**src/rtl/spike_wta_classifier.sv**
```systemverilog
// Winner-take-all readout for a spiking layer: counts output spikes per neuron over a window,
// then serially scans the counters for the maximum and holds the result until it is consumed.
module spike_wta_classifier #(
  parameter int unsigned NUM_NEURONS = 8,
  parameter int unsigned CNT_W       = 8,
  parameter int unsigned WIN_W       = 16
) (
  input  logic                           clk,
  input  logic                           rst_n,
  input  logic                           start,
  input  logic [WIN_W-1:0]               window_len,
  input  logic [NUM_NEURONS-1:0]         spike_in,
  output logic                           busy,
  output logic                           result_valid,
  input  logic                           result_ready,
  output logic [$clog2(NUM_NEURONS)-1:0] winner_idx,
  output logic [CNT_W-1:0]               winner_count,
  output logic                           tie
);

  localparam int unsigned IdxW = $clog2(NUM_NEURONS);
  localparam logic [IdxW-1:0] LastIdx = IdxW'(NUM_NEURONS - 1);
  localparam logic [CNT_W-1:0] CntMax = {CNT_W{1'b1}};

  typedef enum logic [1:0] {StIdle, StCount, StCompare, StDone} state_e;

  state_e            state_q, state_d;
  logic [CNT_W-1:0]  cnt_q [NUM_NEURONS];
  logic [CNT_W-1:0]  cnt_d [NUM_NEURONS];
  logic [WIN_W-1:0]  rem_q, rem_d;
  logic [IdxW-1:0]   scan_q, scan_d;
  logic [CNT_W-1:0]  max_q, max_d;
  logic [IdxW-1:0]   max_idx_q, max_idx_d;
  logic              run_tie_q, run_tie_d;
  logic [IdxW-1:0]   win_idx_q, win_idx_d;
  logic [CNT_W-1:0]  win_cnt_q, win_cnt_d;
  logic              win_tie_q, win_tie_d;

  logic              accept;
  logic [CNT_W-1:0]  cur_cnt;
  logic [CNT_W-1:0]  cmp_max;
  logic [IdxW-1:0]   cmp_idx;
  logic              cmp_tie;

  assign accept  = (state_q == StIdle) && start && (window_len != '0);
  assign cur_cnt = cnt_q[scan_q];

  // FSM: state register
  always_ff @(posedge clk or negedge rst_n) begin
    if (!rst_n) begin
      state_q <= StIdle;
    end else begin
      state_q <= state_d;
    end
  end

  // FSM: next state
  always_comb begin
    state_d = state_q;
    unique case (state_q)
      StIdle:    if (accept) state_d = StCount;
      StCount:   if (rem_q == WIN_W'(1)) state_d = StCompare;
      StCompare: if (scan_q == LastIdx) state_d = StDone;
      StDone:    if (result_ready) state_d = StIdle;
      default:   state_d = StIdle;
    endcase
  end

  // FSM: outputs
  always_comb begin
    busy         = (state_q != StIdle);
    result_valid = (state_q == StDone);
  end

  // One step of the running max; index 0 seeds it, and only a strictly larger count replaces it.
  always_comb begin
    cmp_max = max_q;
    cmp_idx = max_idx_q;
    cmp_tie = run_tie_q;
    if (scan_q == '0) begin
      cmp_max = cur_cnt;
      cmp_idx = '0;
      cmp_tie = 1'b0;
    end else if (cur_cnt > max_q) begin
      cmp_max = cur_cnt;
      cmp_idx = scan_q;
      cmp_tie = 1'b0;
    end else if (cur_cnt == max_q) begin
      cmp_tie = 1'b1;
    end
  end

  always_comb begin
    cnt_d     = cnt_q;
    rem_d     = rem_q;
    scan_d    = scan_q;
    max_d     = max_q;
    max_idx_d = max_idx_q;
    run_tie_d = run_tie_q;
    win_idx_d = win_idx_q;
    win_cnt_d = win_cnt_q;
    win_tie_d = win_tie_q;
    unique case (state_q)
      StIdle: begin
        if (accept) begin
          for (int i = 0; i < NUM_NEURONS; i++) cnt_d[i] = '0;
          rem_d  = window_len;
          scan_d = '0;
        end
      end
      StCount: begin
        for (int i = 0; i < NUM_NEURONS; i++) begin
          if (spike_in[i] && (cnt_q[i] != CntMax)) cnt_d[i] = cnt_q[i] + 1'b1;
        end
        rem_d = rem_q - 1'b1;
      end
      StCompare: begin
        max_d     = cmp_max;
        max_idx_d = cmp_idx;
        run_tie_d = cmp_tie;
        scan_d    = scan_q + 1'b1;
        if (scan_q == LastIdx) begin
          win_idx_d = cmp_idx;
          win_cnt_d = cmp_max;
          win_tie_d = cmp_tie;
          scan_d    = '0;
        end
      end
      default: ;
    endcase
  end

  always_ff @(posedge clk or negedge rst_n) begin
    if (!rst_n) begin
      for (int i = 0; i < NUM_NEURONS; i++) cnt_q[i] <= '0;
      rem_q     <= '0;
      scan_q    <= '0;
      max_q     <= '0;
      max_idx_q <= '0;
      run_tie_q <= 1'b0;
      win_idx_q <= '0;
      win_cnt_q <= '0;
      win_tie_q <= 1'b0;
    end else begin
      cnt_q     <= cnt_d;
      rem_q     <= rem_d;
      scan_q    <= scan_d;
      max_q     <= max_d;
      max_idx_q <= max_idx_d;
      run_tie_q <= run_tie_d;
      win_idx_q <= win_idx_d;
      win_cnt_q <= win_cnt_d;
      win_tie_q <= win_tie_d;
    end
  end

  assign winner_idx   = win_idx_q;
  assign winner_count = win_cnt_q;
  assign tie          = win_tie_q;

endmodule

```
**config.mk**
```make
export PLATFORM = sky130hd
export DESIGN_NAME = spike_wta_classifier
export DESIGN_NICKNAME = d
export VERILOG_FILES = /design/src/rtl/spike_wta_classifier.sv
export SDC_FILE = /design/constraint.sdc
export NUM_CORES = 1
export LEC_CHECK = 0
export CAP_MARGIN = 20
export CELL_PAD_IN_SITES_DETAIL_PLACEMENT = 0
export CELL_PAD_IN_SITES_GLOBAL_PLACEMENT = 1
export CORE_UTILIZATION = 50
export DETAILED_ROUTE_END_ITERATION = 8
export PLACE_DENSITY_LB_ADDON = 0.1
export SETUP_SLACK_MARGIN = 0.2
export SYNTH_ARGS = -nofsm -noshare
export SYNTH_HDL_FRONTEND = slang
export SYNTH_SLANG_ARGS = --single-unit
```
**constraint.sdc**
```tcl
create_clock -name clk -period 11.75 [get_ports clk]
set_clock_uncertainty 0.2 [all_clocks]
set_input_delay 2.35 -clock clk [delete_from_list [all_inputs] [get_ports clk]]
set_output_delay 2.35 -clock clk [all_outputs]
set_load 0.005 [all_outputs]
```
# Word level (Yosys, flattened, before mapping)
# Cells that the tools add are included.
[classes]
add_sub_neg = 10
n_lt_le_gt_ge = 2
eq_ne = 26
mux = 30
bitwise_logic = 1
reduce_logical = 28
[ops]
columns = ["operator", "n"]
rows = [
  ["$pmux 64 s2", 1],
  ["$mux 8", 12],
  ["$add 8x1->8 const B", 8],
  ["$mux 64", 1],
  ["$ne 8x8->1 const B", 8],
  ["$pmux 16 s2", 1],
  ["$bmux 8 s3", 1],
  ["$reduce_and 3->1", 8],
  ["$ne 2x2->1 const B", 11],
  ["$eq 16x1->1 const B", 1],
  ["$mux 16", 1],
  ["$reduce_bool 16->1", 1],
  ["$sub 16x1->16 const B", 1],
  ["$mux 3", 4],
  ["$logic_and 1x1->1", 10],
  ["$eq 8x8->1", 1],
  ["$gt 8x8->1", 1],
  ["$mux 2", 4],
  ["$pmux 2 s4", 1],
  ["$pmux 3 s2", 1],
  ["$reduce_and 2->1", 3],
  ["$reduce_bool 2->1", 3],
  ["$eq 2x2->1 const B", 2],
  ["$ge 4x4->1 const B", 1],
  ["other kinds (9)", 11],
]
[totals]
ff_bits = 109
input_bits = 28
elab_cells = 114

# Longest topological paths before layout
# Gate-level depths: netlist of run 1.
[logic_depth]
ltp_word = 8
depth_mapped = 13

# Worst setup path before layout of run 1
# Ideal clock, no wire load.
[synth_timing]
path_kind = "input to register"
from = "input port window_len[6]"
to = "register rem_q[12]"
setup_ps = 126
arrival_time_ps = 4199
required_ps = 11424
setup_slack_ps = 7225
path_stages = 8
path_buffers = 3
cell_sequence = "or4_1 -> o41a_1 -> buf_6 -> buf_6 -> buf_2 -> nand3_1 -> a21oi_1 -> a221o_1"
[synth_via]
elab_chain_cells = 4
[synth_lines]
columns = ["item", "line", "rtl"]
rows = [
  ["from (decl)", "11", "input logic [WIN_W-1:0] window_len,"],
  ["$reduce_bool 16->1", "45", "assign accept = (state_q == StIdle) && start && (window_len != '0);"],
  ["$logic_and 1x1->1", "45", ""],
  ["$ne 2x2->1 (no source line)", "-", ""],
  ["$reduce_and 2->1 (no source line)", "-", ""],
  ["to (signal assigned)", "146", "rem_q <= rem_d;"],
  ["to (decl)", "30", "logic [WIN_W-1:0] rem_q, rem_d;"],
]
# Every way passes these cells.
# A chain may end at the register's enable or synchronous reset.

# Final worst setup path of run 1
[layout_timing]
from = "input port window_len[3]"
to = "register cnt_q[51] (netlist bit)"
[layout_via]
elab_chain_cells = 4
[layout_lines]
columns = ["item", "line", "rtl"]
rows = [
  ["$reduce_bool 16->1", "45", ""],
  ["$logic_and 1x1->1", "45", ""],
  ["$ne 2x2->1 (no source line)", "-", ""],
  ["$reduce_and 3->1 (no source line)", "-", ""],
  ["to (signal assigned)", "145", "cnt_q <= cnt_d;"],
  ["to (decl)", "28", "logic [CNT_W-1:0] cnt_q [NUM_NEURONS];"],
]
# Every way passes these cells.

==> results.md, run 1 <==
- Run status: finished clean
- CTS Buffer Depth: 2
- Number of global-route vias before repair: 5767
- 1st-iter DRT viols: 521
- Relative slew slack: 0.2787
- Synth Warn #: 0
- Die width: 118.8 um
- First-pass GRT wire length: roughly 29000 um
- Row cnt: 42
- Clock Sinks: between 100 and 150
- Endpoint, Worst Hold: tie
- Antenna violations before repair: 0
- Clock Latency Late Sink: 0.36 ns
- Layout area overhead: 12.33%
- WL/cell: 18.70 um
- Worst R2R Path Depth: 9
- Async set-or-reset flop fraction in the synthesized netlist: 1.000
- Pwr dens: 151.0 nW/um2
- Critical path arrival: 5.46 ns
- Worst hold start: tie
- Syn Std Cell Area: 6827 um2
- Static Leakage: 3.151 nW
- Buf/Inv on CP: 2
- Worst VDD drop: between 100 and 150 uV
- Gpl congestion: just under 0.9
- CTS tree: built
- Die area: 14120 um2
- Root Driver: clkbuf_16
- Hold-critical path depth: 2
- Hold buffers post-CTS: 0
- TritonRoute pass-1 iters: 5
- Cell family with the largest share of critical-path delay: compound AO/OA/AOI/OAI gates
- Crit-path max FO: 22
- Crit Reg-Reg Endpoint: max_q[3]
- Post-synth EDFFs: 0
- Die height: ~120 um
- H-tree Lvls: 3
- Post-Syn Area per Cell: 9.090 um2
- Layout cells sized above 1: 0.07226
- Pwr Total: 1.158 mW
- Data required time of the worst path: about 12 ns
- Layout Utilization: 0.5768
- HPWL after detailed placement: 12320 um
- Register bit total from synthesis: approximately 110
- Cell variety after synth: 64
- R2r setup slk: around 7.2 ns
- Vias per cell: ~6.3
- Most used cell, CP: o21ai_0
- Commonest cells after routing, fill and taps aside: 109 x dfrtp_1, 73 x nand2_1, 62 x o21ai_0
- Synth Flop Type: dfrtp_1
- Crit path time final: 5.376 ns
- Antenna-violating nets left: 0
- Total gr overflow: 0
- Max Cap Violations: 0
- CP Launch Type: primary input
- Sequential area share after synthesis: 0.3996
- Syn Inst Count: 751
- Slowest cell delay on critical path: 0.82 ns
- Starting Density: 0.5135
- # Post-CTS Setup Buffers: 0
- Via count: 6031
- Crit path kind: in -> reg
- Worst Tran Pin Value: 1.082 ns
- Slowest cell on crit path: o21ai_0
- Placed insts: approximately 940
- I/O pin total: 42
- Hold Fails Final Rpt: 0
- Critical-path cell list: clkdlybuf4s50_1, or4_1, o41a_1, buf_4, o21ai_0, o21ai_0, a21oi_1
- Worst Setup End Kind: flip-flop
- Final Max Slew Viols: 0
- Peak Freq: between 150 and 200 MHz
- Final setup TNS: 0 ns
- Final period util: 0.4575
- DRC viols: 0
- TritonCTS Buffers: 9
- Total track usage: 0.2638
- Finished Layout Cells: 951
- Antenna diodes: 0
- RR Startpoint: scan_q[1]
- Hold crit path type: reg -> reg
- Total core area: 13300 um2
- Most common cell after layout, fill and taps aside: dfrtp_1
- Buffers on Ports: just over 40
- Final setup vio count: 0
- Reg clk slew, reported paths: 0.07 ns
- RSZ-0062 raised after global routing: no
- Final WL: 17780 um
- Post-cts resize count: 0
- Largest net degree at the start of global routing: 62
- Layout Nets: 824
- Syn nets: 805
==> worst register-to-register path: cells and delay by family, from the launching register on <==
family          cells  cell delay, ns
simple gates        4            1.57
flops               1            0.92
fa+ha+maj           1            0.36
mux                 1            0.40
compound gates      3            1.04
==> cells in the mapped netlist, types with 3 or more instances <==
cell	instances	area, um2
buf_1	6	22.52
a211oi_1	11	82.58
and2_1	3	18.77
buf_2	8	40.04
o2111ai_1	3	26.28
nand2_1	73	274.0
nor2_1	45	168.9
o41ai_1	3	26.28
a221oi_1	3	26.28
and3_1	13	81.33
nor4_1	3	18.77
xnor2_1	7	61.31
o221a_2	4	45.04
and4_1	3	26.28
o211ai_1	8	60.06
nand3_1	40	200.2
nand2b_1	19	118.9
o31ai_1	11	82.58
nor3_1	3	15.01
nor2b_1	11	68.82
clkbuf_1	25	93.84
a31oi_1	15	93.84
ha_1	26	325.3
inv_1	27	101.4
or3_1	20	125.1
mux2_2	10	112.6
mux4_2	8	180.2
nand4_1	15	93.84
o21ai_0	62	310.3
dfrtp_1	109	2728
o221ai_1	3	26.28
o22ai_1	10	62.56
or4_1	14	105.1
a21oi_1	51	255.2
a311oi_1	9	78.83
mux2i_1	19	190.2
a32o_1	5	50.05
nand4b_1	3	26.28
a221o_1	6	60.06
==> where the power goes <==
part	leakage [nW]	switching (mW)	total (mW)	internal (mW)
logic	1.63	0.144	0.265	0.122
clock network	0.156	0.138	0.337	0.199
registers	1.37	0.109	0.556	0.447
==> metrics by stage <==
| stage | hold WS [ns] | instance area (um2) | setup slack, ns |
|---|---|---|---|
| after CTS | 0.2993 | 7669 | 6.406 |
| after global placement | 0.2673 | 7341 | 6.131 |
| final | 0.2944 | 7669 | 6.374 |
| after global routing | 0.3228 | 7669 | 6.155 |
| after floorplan | 0.2504 | 6827 | 7.225 |
| after detailed placement | 0.2812 | 7341 | 6.023 |
==> per-layer routing <==
layer	part of all wire	GRT usage	routed length, um	up-vias
li1	-	-	-	2872
met1	0.46	0.3601	8205	2958
met2	0.47	0.4254	8400	174
met3	0.043	0.04023	760	27
met4	0.023	0.09652	413	0
met5	0	0	0	-
==> registers in the layout, summed over array words and instances, names as in the netlist <==
register,flops
cnt_q,64
tie,1
run_tie_q,1
state_q,2
scan_q,3
max_idx_q,3
winner_idx,3
rem_q,16
max_q,8
winner_count,8
==> cell families after synthesis <==
| family | count (synthesis) | share of synthesized area |
|---|---|---|
| XOR/XNOR | 9 | 0.01155 |
| buffers and inverters | 68 | 0.04106 |
| AND/OR/NAND/NOR | 270 | 0.2020 |
| adder cells (fa/ha/maj) | 26 | 0.04765 |
| multiplexers | 37 | 0.07075 |
| flip-flops | 109 | 0.3996 |
| AO/OA/AOI/OAI | 232 | 0.2275 |
==> layout make-up <==
| cell class | instances | area [um2] |
|---|---|---|
| flip-flops and latches | 109 | 2728 |
| multi-input cells | 574 | 3824 |
| clock inverters | 3 | 67.56 |
| clock buffers | 13 | 260.3 |
| repair buffers | 49 | 467.9 |
| well taps | 176 | 220.2 |
| inverters | 27 | 101.3 |
| fillers | 1208 | 5627 |
==> worst max path at each step <==
stage,start,to,depth (start not counted)
final,window_len[3],cnt_q[51],7
after global routing,window_len[3],cnt_q[53],7
after CTS,window_len[3],cnt_q[27],7
after detailed placement,window_len[3],cnt_q[27],7
after global placement,window_len[6],cnt_q[27],7
after floorplan,window_len[6],rem_q[12],8
(Power assumes the default switching activity.)
==> run 2, diff against run 1 <==
--- a/config.mk
+++ b/config.mk
@@ -8,7 +8,7 @@
 export CAP_MARGIN = 20
 export CELL_PAD_IN_SITES_DETAIL_PLACEMENT = 0
 export CELL_PAD_IN_SITES_GLOBAL_PLACEMENT = 1
-export CORE_UTILIZATION = 50
+export CORE_UTILIZATION = 47
 export DETAILED_ROUTE_END_ITERATION = 8
 export PLACE_DENSITY_LB_ADDON = 0.1
 export SETUP_SLACK_MARGIN = 0.2
==> constraint.sdc (replaced) <==
create_clock -name clk -period 5.3 [get_ports clk]
set_clock_uncertainty 0.2 [all_clocks]
set_input_delay 1.06 -clock clk [delete_from_list [all_inputs] [get_ports clk]]
set_output_delay 1.06 -clock clk [all_outputs]
set_load 0.005 [all_outputs]
==> run 2 against run 1 <==
Against the previous run:
- sequential cell count stayed put
- final area is 0.16% lower
- core utilization is 3.2 points lower
- worst hold slack worse by 0.010 ns
- critical path depth is 2 higher
- first-iteration DRC count is 28% higher
- final cell count is 0.84% higher
- sequential share of layout area is 0.058 points higher
- count of clock-buffer cells in the layout stayed put
- clock power is 94% higher
- setup slack worse by 5.6 ns
==> results.md, run 2 (synthesis results as in run 1) <==
- Run status: finished clean
- Layout cells sized above 1: 0.07702
- FF/Latch Area: 2728 um2
- Final Max Slew Viols: 0
- Peak Freq: 219.2 MHz
- Antenna diodes: 0
- 1st-iter DRT viols: 667
- Max Cap Violations: 0
- Reg clk slew, reported paths: 0.07 ns
- Antenna-violating nets left: 0
- CTS tree: built
- Leading registers by flop count: cnt_q x64, rem_q x16
- Final setup TNS: 0 ns
- First-pass GRT wire length: approximately 30000 um
- Layout Nets: between 800 and 900
- Die area: between 15000 and 20000 um2
- Static Leakage: 3.148 nW
- Root Driver: clkbuf_16
- Critical path arrival: 4.60 ns
- DRC viols: 0
- Gpl congestion: 0.8526
- Clock Sinks: 109
- Relative slew slack: 0.3131
- Clock Latency Late Sink: 0.36 ns
- CP Launch Type: flip-flop
- H-tree Lvls: 3
- CTS Buffer Depth: 2
- Hold buffers post-CTS: 0
- Biggest register: cnt_q
- Post-cts resize count: 0
- Setup WS pre-CTS: 0.8368 ns
- Die width: 122.5 um
- Crit path kind: reg -> reg
- Antenna violations before repair: 0
- Final WL: about 18000 um
- Final period util: 0.8606
- Number of global-route vias before repair: 5707
- TritonRoute pass-1 iters: 5
- Layout area overhead: 12.15%
- Fillers: 1285
- Worst Tran Pin Value: 1.030 ns
- Vias per cell: roughly 6.3
- Crit path time final: 4.561 ns
- Total track usage: 0.2556
- Pwr dens: 323.2 nW/um2
- Final setup vio count: 0
- Hold Fails Final Rpt: 0
- Total gr overflow: 0
- TritonCTS Buffers: 9
- Worst Setup End Kind: flip-flop
- WL/cell: 18.70 um
- Row cnt: 43
- RSZ-0062 raised after global routing: no
- Die height: 122.5 um
- Worst VDD drop: 180.8 uV
- Via count: about 6000
- Post-route setup slack: 0.7386 ns
- # Post-CTS Setup Buffers: 0
- Data required time of the worst path: roughly 5.3 ns
- Crit-path max FO: 22
- Buffers on Ports: slightly above 40
- Largest net degree at the start of global routing: 45
- I/O pin total: 42
- Hold crit path type: reg -> reg
- Commonest cells after routing, fill and taps aside: 109 x dfrtp_1, 73 x nand2_1, 62 x o21ai_0
- Area occupied by multi-input gates: ~3800 um2
- Starting Density: 0.4861
- HPWL after detailed placement: roughly 13000 um
- Total core area: 14040 um2
- Max FFs per register: 64
- Most common cell after layout, fill and taps aside: dfrtp_1
-- run 2: worst max-delay path, stage by stage (launching register included) --
cell and delay, ns:
dfrtp_1 0.88, buf_4 0.39, mux2i_1 0.12, a311oi_1 0.56
ha_1 0.36, nor2b_1 0.14, o211ai_1 0.37, nand4_1 0.45
nand3_1 0.57, mux2_2 0.40
-- run 2: power breakdown --
part | internal, mW | switching, mW
clock | 0.345 | 0.311
combinational | 0.269 | 0.316
sequential | 0.990 | 0.244
-- run 2: path summary, 6_finish.rpt --
kind	end	slack, ns	cells after the start	from
max	max_q[4]	0.74	9	scan_q[0]
min	tie	0.28	2	tie
max reg2reg	max_q[4]	0.74	9	scan_q[0]
min reg2reg	tie	0.28	2	tie
max in group asynchronous	cnt_q[10]	3.48	2	rst_n
min in group asynchronous	rem_q[9]	0.51	1	rst_n
-- run 2: metrics by stage --
step                area [um2]    util  power, mW  hold slack, ns  cells
floorplan                 6827       -      1.595          0.2504    751
global placement          7376  0.5253      1.796          0.2680    943
detailed placement        7376  0.5253      1.823          0.2723    943
CTS                       7656  0.5452      2.488          0.2870    959
global route              7656  0.5452      2.639          0.3122    959
finish                    7656  0.5452      2.475          0.2842    959
-- run 2: metal layers --
metal  up-vias  track usage  routed length, um
met5         -            0                  0
met4         0      0.06936                251
met1      2966       0.3598               8466
met2       162       0.4017               8297
met3        24      0.04786                917
li1       2890            -                  -
-- run 2: area by class of cell --
class,count,area share
inverters,27,0.01324
repair buffers,53,0.06504
multi-input cells,574,0.4994
clock buffers,13,0.03399
well taps,180,0.02942
flip-flops and latches,109,0.3563
clock inverters,3,0.002615
